===== src/rtl/param_fifo.sv =====
// param_fifo: parameterised synchronous FIFO with show-ahead read.
// Reused for UART byte buffering and for wider command/response words.
//
// Parameters:
//   DATA_WIDTH    bits per entry
//   DEPTH         number of entries (>= 2, any integer, not only powers of two)
//   AFULL_THRESH  almost_full when count >= AFULL_THRESH
//   AEMPTY_THRESH almost_empty when count <= AEMPTY_THRESH
//   ADDR_WIDTH    pointer width
//   CNT_WIDTH     occupancy width (holds the value DEPTH)
//
// Ports:
//   clk, rst      rising-edge clock, synchronous active-high reset
//   flush         synchronous clear of contents (error flags are kept)
//   wr_en/wr_data write request and word
//   rd_en         pop request
//   rd_data       head-of-queue word, valid when valid=1
//   valid         rd_data holds a real entry (!empty)
//   full/empty    occupancy == DEPTH / == 0
//   almost_full   count >= AFULL_THRESH
//   almost_empty  count <= AEMPTY_THRESH
//   count         current occupancy
//   overflow      sticky: a write was rejected
//   underflow     sticky: a read was rejected
//   clr_err       clears overflow/underflow on the next edge

module param_fifo #(
    parameter int DATA_WIDTH    = 8,
    parameter int DEPTH         = 16,
    parameter int AFULL_THRESH  = DEPTH - 2,
    parameter int AEMPTY_THRESH = 2,
    parameter int ADDR_WIDTH    = $clog2(DEPTH),
    parameter int CNT_WIDTH     = $clog2(DEPTH + 1)
) (
    input  logic                  clk,
    input  logic                  rst,
    input  logic                  flush,
    input  logic                  wr_en,
    input  logic [DATA_WIDTH-1:0] wr_data,
    input  logic                  rd_en,
    output logic [DATA_WIDTH-1:0] rd_data,
    output logic                  valid,
    output logic                  full,
    output logic                  empty,
    output logic                  almost_full,
    output logic                  almost_empty,
    output logic [CNT_WIDTH-1:0]  count,
    output logic                  overflow,
    output logic                  underflow,
    input  logic                  clr_err
);

    localparam logic [ADDR_WIDTH-1:0] LAST_PTR = ADDR_WIDTH'(DEPTH - 1);
    localparam logic [CNT_WIDTH-1:0]  FULL_CNT = CNT_WIDTH'(DEPTH);

    logic [DATA_WIDTH-1:0] mem [DEPTH];

    logic [ADDR_WIDTH-1:0] wr_ptr;
    logic [ADDR_WIDTH-1:0] rd_ptr;
    logic [ADDR_WIDTH-1:0] wr_ptr_inc;
    logic [ADDR_WIDTH-1:0] rd_ptr_inc;
    logic [CNT_WIDTH-1:0]  cnt;
    logic [CNT_WIDTH-1:0]  cnt_nxt;
    logic [31:0]           cnt_ext;

    logic wr_acc;
    logic rd_acc;
    logic ovf_set;
    logic udf_set;
    logic ovf_q;
    logic udf_q;

    // Explicit wrap compare so a non-power-of-two DEPTH never
    // lets a pointer run past the last entry.
    function automatic logic [ADDR_WIDTH-1:0] ptr_inc(
        input logic [ADDR_WIDTH-1:0] p
    );
        if (p == LAST_PTR) begin
            ptr_inc = '0;
        end else begin
            ptr_inc = p + ADDR_WIDTH'(1);
        end
    endfunction

    // ------------------------------------------------------------
    // Status, all combinational from the registered count
    // ------------------------------------------------------------
    assign cnt_ext      = 32'(cnt);
    assign full         = (cnt == FULL_CNT);
    assign empty        = (cnt == '0);
    assign valid        = ~empty;
    assign almost_full  = (cnt_ext >= 32'(AFULL_THRESH));
    assign almost_empty = (cnt_ext <= 32'(AEMPTY_THRESH));
    assign count        = cnt;
    assign overflow     = ovf_q;
    assign underflow    = udf_q;

    // Show-ahead: head word is visible with no read latency.
    assign rd_data = mem[rd_ptr];

    // ------------------------------------------------------------
    // Acceptance
    // ------------------------------------------------------------
    // A pop in the same cycle frees a slot, so a full FIFO can
    // still take a write when it is also being read.
    assign rd_acc = rd_en & ~empty;
    assign wr_acc = wr_en & (~full | rd_acc);

    // Flush swallows the cycle's requests, so nothing is flagged.
    assign ovf_set = ~flush & wr_en & ~wr_acc;
    assign udf_set = ~flush & rd_en & empty;

    assign wr_ptr_inc = ptr_inc(wr_ptr);
    assign rd_ptr_inc = ptr_inc(rd_ptr);

    always_comb begin
        cnt_nxt = cnt;
        unique case ({wr_acc, rd_acc})
            2'b10:   cnt_nxt = cnt + CNT_WIDTH'(1);
            2'b01:   cnt_nxt = cnt - CNT_WIDTH'(1);
            default: cnt_nxt = cnt;
        endcase
    end

    // ------------------------------------------------------------
    // Pointers and occupancy
    // ------------------------------------------------------------
    always_ff @(posedge clk) begin
        if (rst) begin
            wr_ptr <= '0;
            rd_ptr <= '0;
            cnt    <= '0;
        end else if (flush) begin
            wr_ptr <= '0;
            rd_ptr <= '0;
            cnt    <= '0;
        end else begin
            if (wr_acc) begin
                wr_ptr <= wr_ptr_inc;
            end
            if (rd_acc) begin
                rd_ptr <= rd_ptr_inc;
            end
            cnt <= cnt_nxt;
        end
    end

    // ------------------------------------------------------------
    // Storage (not reset; contents are meaningless while empty)
    // ------------------------------------------------------------
    always_ff @(posedge clk) begin
        if (!rst && !flush && wr_acc) begin
            mem[wr_ptr] <= wr_data;
        end
    end

    // ------------------------------------------------------------
    // Sticky error flags; a new error outranks clr_err
    // ------------------------------------------------------------
    always_ff @(posedge clk) begin
        if (rst) begin
            ovf_q <= 1'b0;
            udf_q <= 1'b0;
        end else begin
            if (ovf_set) begin
                ovf_q <= 1'b1;
            end else if (clr_err) begin
                ovf_q <= 1'b0;
            end
            if (udf_set) begin
                udf_q <= 1'b1;
            end else if (clr_err) begin
                udf_q <= 1'b0;
            end
        end
    end

endmodule


===== config.mk =====
export PLATFORM = sky130hd
export DESIGN_NAME = param_fifo
export DESIGN_NICKNAME = d
export VERILOG_FILES = /design/src/rtl/param_fifo.sv
export SDC_FILE = /design/constraint.sdc
export NUM_CORES = 1
export LEC_CHECK = 0
export CAP_MARGIN = 20
export CORE_MARGIN = 4
export CORE_UTILIZATION = 54
export CTS_CLUSTER_DIAMETER = 200
export DETAILED_ROUTE_END_ITERATION = 10
export DONT_BUFFER_PORTS = 1
export GPL_TIMING_DRIVEN = 1
export PLACE_DENSITY = 0.78
export SLEW_MARGIN = 10
export SYNTH_ARGS = -nofsm -noshare
export SYNTH_HDL_FRONTEND = slang
export SYNTH_SLANG_ARGS = --single-unit

===== constraint.sdc =====
create_clock -name clk -period 2.6 [get_ports clk]
set_clock_uncertainty 0.2 [all_clocks]
set_input_delay 0.13 -clock clk [delete_from_list [all_inputs] [get_ports clk]]
set_output_delay 0.13 -clock clk [all_outputs]
set_load 0.005 [all_outputs]

==> flow_metrics.env, run 1 <==
export IMPL_status="complete, no violations"
export IMPL_path_class="reg2out"
export IMPL_hold_start="rst"
export IMPL_grt_max_degree=33
export IMPL_drt_initial_drc_count=345
export IMPL_clock_sinks=147
export IMPL_fp_dieArea_um2=12800
export IMPL_rows=38
export IMPL_synth_xor_area_frac=0.00440
export IMPL_htree_num_levels=4
export IMPL_cp_required_ns=2.27
export IMPL_hold_depth=2
export IMPL_io_buffers=0
export IMPL_overflow=0
export IMPL_fin_total_pwr_uw=5010
export IMPL_synth_top_family_by_area="multiplexers"
export IMPL_cts_buffers=17
export IMPL_yosysWarnings=0
export IMPL_clkPwrFrac=0.442
export IMPL_register_area_um2=4230
export IMPL_max_freq_mhz=403
export IMPL_syn_area_per_cell_um2=17.2
export IMPL_fin_crit_sh=0.954
export IMPL_rr_startpoint="count[1]"
export IMPL_multi_input_area_um2=1660
export IMPL_syn_inst=347
export IMPL_pre_cts_ws_ns=0.121
export IMPL_wl_per_cell_um=22.0
export IMPL_ios=34
export IMPL_synth_fa_ha_area_frac=0.0201
export IMPL_diodes=0
export IMPL_setup_violations=0
export IMPL_r2r_end="count[4]"
export IMPL_sw_frac_of_total=0.199
export IMPL_die_w_um=113
export IMPL_worst_slew_pin_slew_ns=0.918
export IMPL_insertion_delay_ns=0.52
export IMPL_clock_root_buffer="clkbuf_8"
export IMPL_min_period_ns=2.48
export IMPL_synth_simple_area_share=0.0618
export IMPL_end_kind="output pin"
export IMPL_setup_ws_ns=0.119
export IMPL_rsz0062_at_grt="false"
export IMPL_clk_pin_slew_worst_paths_ns=0.06
export IMPL_ff2ff_setup_slack_ns=0.16
export IMPL_worstRegToRegCells=8
export IMPL_hold_class="in2reg"
export IMPL_gp_congestion=0.821
export IMPL_drc=0
export IMPL_cts_tree="built"
export IMPL_synth_compound_area_frac=0.0578
export IMPL_power_density_nw_per_um2=721
export IMPL_arrival_ns=2.15
export IMPL_fill_cells=765
export IMPL_start_kind="flop"
export IMPL_p_switching_uw=997
export IMPL_internal_power_uw=4020
export IMPL_yosysSeqAreaShare=0.707
export IMPL_ys_seq_elements=147
export IMPL_vias=3249
export IMPL_viasPerCell=6.10
export IMPL_area_growth_pct=16.3
export IMPL_hpwl_um=7080
export IMPL_start_util=0.551
export IMPL_layout_nets=403
export IMPL_postRouteAntennaNets=0
export IMPL_core_um2=10800
export IMPL_syn_area_um2=5980
export IMPL_vdd_drop_max_mv=0.427
export IMPL_wl_um=11700
export IMPL_synthMuxAreaShare=0.129
export IMPL_hold_viol=0
export IMPL_clock_path_buffers=2
export IMPL_p_leak_uw=0.00226
export IMPL_slew_headroom=0.386
export IMPL_holdWs_ns=0.128
export IMPL_holdPathEnd="overflow"
export IMPL_antenna_found_initial=0
export IMPL_postCtsSetupRepairBufs=0
export IMPL_maxCapViolCount=0
export IMPL_tns_ns=0
export IMPL_worst_path_max_fanout=32
export IMPL_synthesis_nets=370
export IMPL_drive_above_1_share=0.229
export IMPL_comb_power_share=0.043
export IMPL_drt_first_pass_iters=4
export IMPL_pwr_share_seq=0.515
export IMPL_grt_pass1_wl_um=18900
export IMPL_synthDistinctLibCells=44
export IMPL_first_global_vias=3422
export IMPL_fp_dieH_um=113
export IMPL_drv_slew=0
export IMPL_grt_total_usage=0.201
-- synthesized netlist by cell type (all sizes together) --
master	number	area, um^2
a211oi	4	35.0
o22ai	1	6.26
mux2	1	11.3
buf	8	48.8
nand2b	4	25.0
edfxtp	128	3840
o211ai	2	15.0
xor2	2	17.5
mux2i	4	40.0
nand2	14	52.6
a41oi	1	16.3
ha	8	100
inv	10	37.5
o21a	2	15.0
or2	1	6.26
fa	1	20.0
mux4	32	721
o2111ai	1	8.76
xnor2	1	8.76
or4	2	15.0
a21oi	7	35.0
a31oi	1	6.26
and3	1	6.26
a311o	1	10.0
a21o	1	7.51
and2	1	6.26
clkbuf	9	33.8
nor2b	5	31.3
nand4	1	6.26
nand4bb	1	11.3
nand3	9	45.0
o21ai	4	35.0
a22oi	16	120
nor3	9	45.0
dfxtp	19	380
nor4	1	6.26
a32oi	2	17.5
a2111oi	2	17.5
nor2	30	113
-- power by group through the flow --
stage	combinational (uW)	sequential, uW	clock, uW
finish	213	2580	2220
global route	235	2580	2380
CTS	212	2580	2250
detailed placement	164	2630	0
global placement	161	2630	0
floorplan	127	2630	0
-- cells by family after synthesis --
| family | after synthesis |
|---|---|
| DFF | 147 |
| and+or+nand+nor | 79 |
| AOI/OAI and AO/OA | 45 |
| muxes | 37 |
| buffers and inverters | 27 |
| adders and majority gates | 9 |
| xor gates and xnor gates | 3 |
-- worst max-delay path by stage --
stage          startpoint    endpoint  slack [ns]  depth (start not counted)
2_1_floorplan    count[1]    count[4]        0.02                          9
3_3_place_gp     count[1]    count[4]        0.15                          8
3_5_place_dp     count[1]    count[4]        0.12                          8
4_1_cts              flop  rd_data[6]        0.08                          4
5_1_grt              flop  rd_data[6]        0.03                          4
6_report             flop  rd_data[6]        0.12                          4
-- critical path, stage by stage, from the launching register on --
cell	delay (ns)
dfxtp_2	0.34
buf_12	0.26
mux4_2	0.56
a22oi_1	0.32
nand2_1	0.15
-- routing by layer --
metal	global-route usage	wire (um)
met1	0.240	4440
met4	0.0729	223
met2	0.350	6280
met3	0.0561	790
met5	0	0
-- cells in the final DEF, fill, tap and decap left out, drive strengths merged, types with 4 or more instances in the layout --
| cell | n |
|---|---|
| a211oi | 4 |
| a21oi | 7 |
| a22oi | 16 |
| buf | 15 |
| clkbuf | 24 |
| clkinv | 6 |
| dfxtp | 19 |
| dlygate4sd3 | 16 |
| edfxtp | 128 |
| ha | 8 |
| inv | 12 |
| mux2i | 4 |
| mux4 | 32 |
| nand2 | 14 |
| nand2b | 4 |
| nand3 | 9 |
| nor2 | 30 |
| nor2b | 5 |
| nor3 | 9 |
| o21ai | 4 |
-- flip-flops by register name, summed over array words and instances, names as in the netlist, named ones only --
name / cells
overflow: 1
rd_ptr: 4
wr_ptr: 4
count: 5
underflow: 1
mem: 128
-- final cells by class --
class / count / share of cell area
clock buffers: 24 / 0.0736
multi-input cells: 173 / 0.238
well taps: 140 / 0.0252
clock inverters: 8 / 0.00666
flip-flops and latches: 147 / 0.608
inverters: 10 / 0.00540
repair buffers: 31 / 0.0428
-- per-stage QoR --
step	cell area (um^2)	cells	utilization
after floorplan	6000	347	-
after global placement	6230	485	0.575
after detailed placement	6230	485	0.575
after CTS	6950	533	0.641
after global routing	6950	533	0.641
final	6950	533	0.641
-- repair_timing --
action | in CTS | in global routing
gates resized for setup | 0 | 1
hold endpoints to repair | 147 | 0
endpoints found under the setup margin | 0 | 2
hold buffers | 16 | 0
Note: power is estimated with default switching activity, not from simulation.
==> run 2: changes to the inputs <==
--- a/config.mk
+++ b/config.mk
@@ -12,7 +12,7 @@
 export DETAILED_ROUTE_END_ITERATION = 10
 export DONT_BUFFER_PORTS = 1
 export GPL_TIMING_DRIVEN = 1
-export PLACE_DENSITY = 0.78
+export PLACE_DENSITY = 0.8
 export SLEW_MARGIN = 10
 export SYNTH_ARGS = -nofsm -noshare
 export SYNTH_HDL_FRONTEND = slang
==> run 2 against run 1 <==
  * Clock power up 5%
  * Wire length up 1.4%
  * Critical path depth up 4
  * Die area unchanged
  * Flip-flop and latch count unchanged
  * Non-clock buffer count up 1
  * Global-route usage about the same
  * Worst hold slack worse by 0.014 ns
  * Highest routed layer unchanged
==> flow_metrics.env, run 2 (synthesized netlist as in run 1, its figures left out) <==
export IMPL_drt_initial_drc_count=323
export IMPL_drv_slew=0
export IMPL_end_kind="flop"
export IMPL_fill_cells=739
export IMPL_setup_violations=0
export IMPL_vias=3267
export IMPL_grt_max_degree=33
export IMPL_antenna_found_initial=0
export IMPL_min_period_ns=2.48
export IMPL_clk_pin_slew_worst_paths_ns=0.06
export IMPL_pwr_share_seq=0.505
export IMPL_postRouteAntennaNets=0
export IMPL_cts_tree="built"
export IMPL_critPathSlowestCell="or4_4"
export IMPL_slew_headroom=0.402
export IMPL_first_global_vias=3397
export IMPL_p_switching_uw=1010
export IMPL_insertion_delay_ns=0.53
export IMPL_top_register="mem"
export IMPL_maxCapViolCount=0
export IMPL_clock_path_buffers=2
export IMPL_fin_area_um2=6970
export IMPL_power_density_nw_per_um2=734
export IMPL_final_cell_mix="edfxtp_1, mux4_2, nor2_1"
export IMPL_fin_total_pwr_uw=5120
export IMPL_die_w_um=113
export IMPL_rsz0062_at_grt="false"
export IMPL_setup_ws_ns=0.118
export IMPL_rows=38
export IMPL_fin_crit_sh=0.955
export IMPL_comb_power_share=0.043
export IMPL_wl_met1_um=4820
export IMPL_final_common_cell="edfxtp_1"
export IMPL_p_leak_uw=0.00228
export IMPL_fp_dieArea_um2=12800
export IMPL_hpwl_um=7590
export IMPL_wl_per_cell_um=22.3
export IMPL_drc=0
export IMPL_tns_ns=0
export IMPL_crit_chain="or4_4 -> o21ai_4 -> inv_2 -> ha_1 -> nor2_1 -> a21o_1 -> a2111oi_2 -> nand3_1"
export IMPL_wl_um=11900
export IMPL_cts_buffers=17
export IMPL_path_class="reg2reg"
export IMPL_viasPerCell=6.12
export IMPL_largestRegisters="mem: 128 flops, count: 5 flops"
export IMPL_drive_above_1_share=0.239
export IMPL_grt_total_usage=0.201
export IMPL_max_stage_delay_ns=0.57
export IMPL_drt_first_pass_iters=8
export IMPL_diodes=0
export IMPL_worst_path_max_fanout=7
export IMPL_vdd_drop_max_mv=0.410
export IMPL_grt_pass1_wl_um=18900
export IMPL_sw_frac_of_total=0.198
export IMPL_layout_nets=404
export IMPL_gp_congestion=0.827
export IMPL_cp_num_buf_inv=1
export IMPL_register_area_um2=4230
export IMPL_fp_dieH_um=113
export IMPL_placed_area_um2=6240
export IMPL_largest_register_ffs=128
export IMPL_crit_family="simple AND/OR/NAND/NOR gates"
export IMPL_pre_cts_ws_ns=0.101
export IMPL_hold_viol=0
export IMPL_htree_num_levels=4
export IMPL_highest_layer="met4"
export IMPL_max_freq_mhz=403
export IMPL_clkPwrFrac=0.453
export IMPL_postCtsSetupRepairBufs=0
export IMPL_arrival_ns=2.70
export IMPL_core_um2=10800
export IMPL_clock_sinks=147
export IMPL_internal_power_uw=4100
export IMPL_multi_input_area_um2=1660
export IMPL_ios=34
export IMPL_met3_length_um=667
export IMPL_cp_required_ns=2.81
export IMPL_clock_root_buffer="clkbuf_8"
export IMPL_io_buffers=0
export IMPL_worst_slew_pin_slew_ns=0.894
export IMPL_start_util=0.551
export IMPL_overflow=0
export IMPL_status="complete, no violations"
export IMPL_dr_wl_met2_um=6110
export IMPL_start_kind="flop"
export IMPL_area_growth_pct=16.6
export IMPL_hold_class="in2reg"
[run 2: cell types whose count changed in the layout (fill, tap and decap cells not counted)]
cell	previous run	this run
buf_4	13	17
buf_12	2	1
clkinv_2	5	3
a22oi_2	0	1
dlygate4sd3_1	16	14
clkbuf_16	17	18
a22oi_1	16	15
inv_4	2	3
clkinv_4	1	0
clkbuf_8	6	7
[run 2: final cells by class]
type,count,share of cell area
flip-flops and latches,147,0.606
clock inverters,6,0.00485
clock buffers,26,0.0790
repair buffers,32,0.0413
multi-input cells,173,0.238
well taps,140,0.0251
inverters,10,0.00538
[run 2: worst register-to-register path, cell delays in order, from the launching register on]
cell and delay (ns):
dfxtp_1 0.31, or4_4 0.57, o21ai_4 0.18, inv_2 0.10
ha_1 0.33, nor2_1 0.08, a21o_1 0.18, a2111oi_2 0.31
nand3_1 0.11
[run 2: what timing repair did]
action | 4_1_cts | 5_1_grt
hold buffers | 14 | 0
gates resized for setup | 0 | 2
endpoints found under the hold margin | 155 | 0
endpoints found under the setup margin | 0 | 2
[run 2: power groups by stage]
stage               Combinational (uW)  Clock (uW)  Sequential, uW
finish                             218        2320            2580
detailed placement                 167           0            2630
global placement                   161           0            2630
floorplan                          127           0            2630
global route                       240        2470            2580
CTS                                215        2350            2580
[run 2: final timing paths]
path,start,depth (start not counted),endpoint,slack [ns]
setup reg to reg,count[1],8,count[4],0.12
hold reg to reg,rd_ptr[3],2,flop,0.32
setup / recovery,count[1],8,count[4],0.12
hold / removal,rst,2,underflow,0.11
[run 2: stage by stage]
stage,cells,utilization,hold slack (ns)
2_1_floorplan,347,-,0.00238
3_3_place_gp,488,0.575,0.00482
3_5_place_dp,488,0.575,0.00804
4_1_cts,534,0.642,0.0942
5_1_grt,534,0.643,0.161
6_report,534,0.643,0.114
[run 2: layer usage]
metal,GRT usage,vias to the layer above
met5,0,-
met4,0.0889,0
met3,0.0444,23
met2,0.340,144
met1,0.250,1645
li1,-,1455
==> run 3: changes to the inputs <==
--- a/config.mk
+++ b/config.mk
@@ -12,7 +12,7 @@
 export DETAILED_ROUTE_END_ITERATION = 10
 export DONT_BUFFER_PORTS = 1
 export GPL_TIMING_DRIVEN = 1
-export PLACE_DENSITY = 0.8
+export PLACE_DENSITY = 0.72
 export SLEW_MARGIN = 10
 export SYNTH_ARGS = -nofsm -noshare
 export SYNTH_HDL_FRONTEND = slang
==> run 3 against run 2 <==
  * Flip-flop and latch count stayed put
  * Critical path depth is 4 lower
  * Final cell count is 0.37% higher
  * Clock power is 3% higher
  * Combinational power is 3% higher
  * Die area stayed put
  * Core utilization is 0.82 points higher
  * Wire length is 1.9% higher
  * Sequential share of layout area is 0.73 points lower
  * Total power is 1.5% higher
  * Setup slack worse by 0.0017 ns
==> flow_metrics.env, run 3 (synthesized netlist as in run 1, its figures left out) <==
export IMPL_drc=0
export IMPL_place_inst=488
export IMPL_fin_crit_sh=0.955
export IMPL_clock_path_buffers=2
export IMPL_viasPerCell=6.10
export IMPL_min_period_ns=2.48
export IMPL_fp_dieArea_um2=12800
export IMPL_wl_um=12100
export IMPL_worstRegToRegCells=8
export IMPL_fill_cells=724
export IMPL_multi_input_area_um2=1670
export IMPL_start_kind="flop"
export IMPL_worst_slew_pin_slew_ns=0.964
export IMPL_grt_total_usage=0.208
export IMPL_core_um2=10800
export IMPL_area_growth_pct=18.1
export IMPL_rr_startpoint="count[1]"
export IMPL_register_area_um2=4230
export IMPL_postRouteAntennaNets=0
export IMPL_worst_path_max_fanout=14
export IMPL_cts_tree="built"
export IMPL_drt_first_pass_iters=5
export IMPL_cts_buffers=17
export IMPL_setup_violations=0
export IMPL_grt_max_degree=28
export IMPL_vdd_drop_max_mv=0.431
export IMPL_postCtsSetupRepairBufs=0
export IMPL_hold_class="in2reg"
export IMPL_top_register="mem"
export IMPL_final_common_cell="edfxtp_1"
export IMPL_grt_pass1_wl_um=19300
export IMPL_fin_total_pwr_uw=5190
export IMPL_drive_above_1_share=0.246
export IMPL_fp_dieH_um=113
export IMPL_ff2ff_setup_slack_ns=0.13
export IMPL_final_cell_mix="edfxtp_1, mux4_2, nor2_1"
export IMPL_arrival_ns=2.15
export IMPL_wl_per_cell_um=22.6
export IMPL_hold_depth=2
export IMPL_drt_initial_drc_count=303
export IMPL_slew_headroom=0.355
export IMPL_first_global_vias=3421
export IMPL_rows=38
export IMPL_largestRegisters="mem: 128 flops, count: 5 flops"
export IMPL_antenna_found_initial=0
export IMPL_final_cells=536
export IMPL_endpoint="rd_data[6]"
export IMPL_vias=3271
export IMPL_hold_viol=0
export IMPL_end_kind="output pin"
export IMPL_maxCapViolCount=0
export IMPL_cp_required_ns=2.27
export IMPL_largest_register_ffs=128
export IMPL_insertion_delay_ns=0.53
export IMPL_r2r_end="count[4]"
export IMPL_drv_slew=0
export IMPL_io_buffers=0
export IMPL_clk_pin_slew_worst_paths_ns=0.06
export IMPL_gp_congestion=0.858
export IMPL_max_freq_mhz=403
export IMPL_overflow=0
export IMPL_p_leak_uw=0.00230
export IMPL_status="complete, no violations"
export IMPL_clock_root_buffer="clkbuf_8"
export IMPL_tns_ns=0
export IMPL_clock_sinks=147
export IMPL_hpwl_um=7450
export IMPL_path_class="reg2out"
export IMPL_power_density_nw_per_um2=735
export IMPL_ios=34
export IMPL_finish_utilization=0.651
export IMPL_start_util=0.551
export IMPL_holdWs_ns=0.112
export IMPL_layout_nets=405
export IMPL_htree_num_levels=4
export IMPL_die_w_um=113
run 3: critical path, cell delays in order, from the launching register on:
cell	delay, ns
dfxtp_4	0.45
buf_12	0.20
mux4_2	0.52
a22oi_1	0.29
nand2_1	0.15
run 3: worst min path at each step:
stage                     startpoint         to  slack [ns]
after floorplan                  rst   overflow       0.002
after global placement           rst   overflow       0.005
after detailed placement         rst   overflow       0.009
after CTS                        rst  underflow        0.09
after global routing             rst  underflow        0.13
final                            rst  underflow        0.11
run 3: stage by stage:
step	cell area (um^2)	setup WS, ns
3_3_place_gp	6250	0.140
6_report	7060	0.116
2_1_floorplan	6000	0.0170
4_1_cts	7030	0.0320
5_1_grt	7060	-0.00314
3_5_place_dp	6250	0.0550
run 3: report_power, final:
part	switching [uW]	internal (uW)	leakage (uW)
Combinational	125	99.2	0.000688
Clock	876	1510	0.000309
Sequential	9.93	2570	0.00131
Total	1010	4180	0.00230
run 3: area by class of cell:
cell class                 count  area share
inverter                      10     0.00567
timing repair buffer          33      0.0471
clock inverter                 5     0.00425
clock buffer                  27      0.0819
sequential                   147       0.599
antenna                        1    0.000354
multi-input combinational    173       0.237
tap                          140      0.0248
run 3: what timing repair did:
item,in CTS,in global routing
gates resized for setup,1,4
gates cloned,1,0
endpoints found under the hold margin,147,0
hold buffers,14,0
setup endpoints to repair,6,3
run 3: metal layers:
layer / GRT usage / vias up / share of wire / wire, um
met5: 0 / - / 0 / 0
met4: 0.0697 / 0 / 0.014 / 167
met1: 0.262 / 1670 / 0.41 / 4920
met2: 0.352 / 126 / 0.52 / 6320
met3: 0.0545 / 14 / 0.059 / 712
li1: - / 1461 / - / -
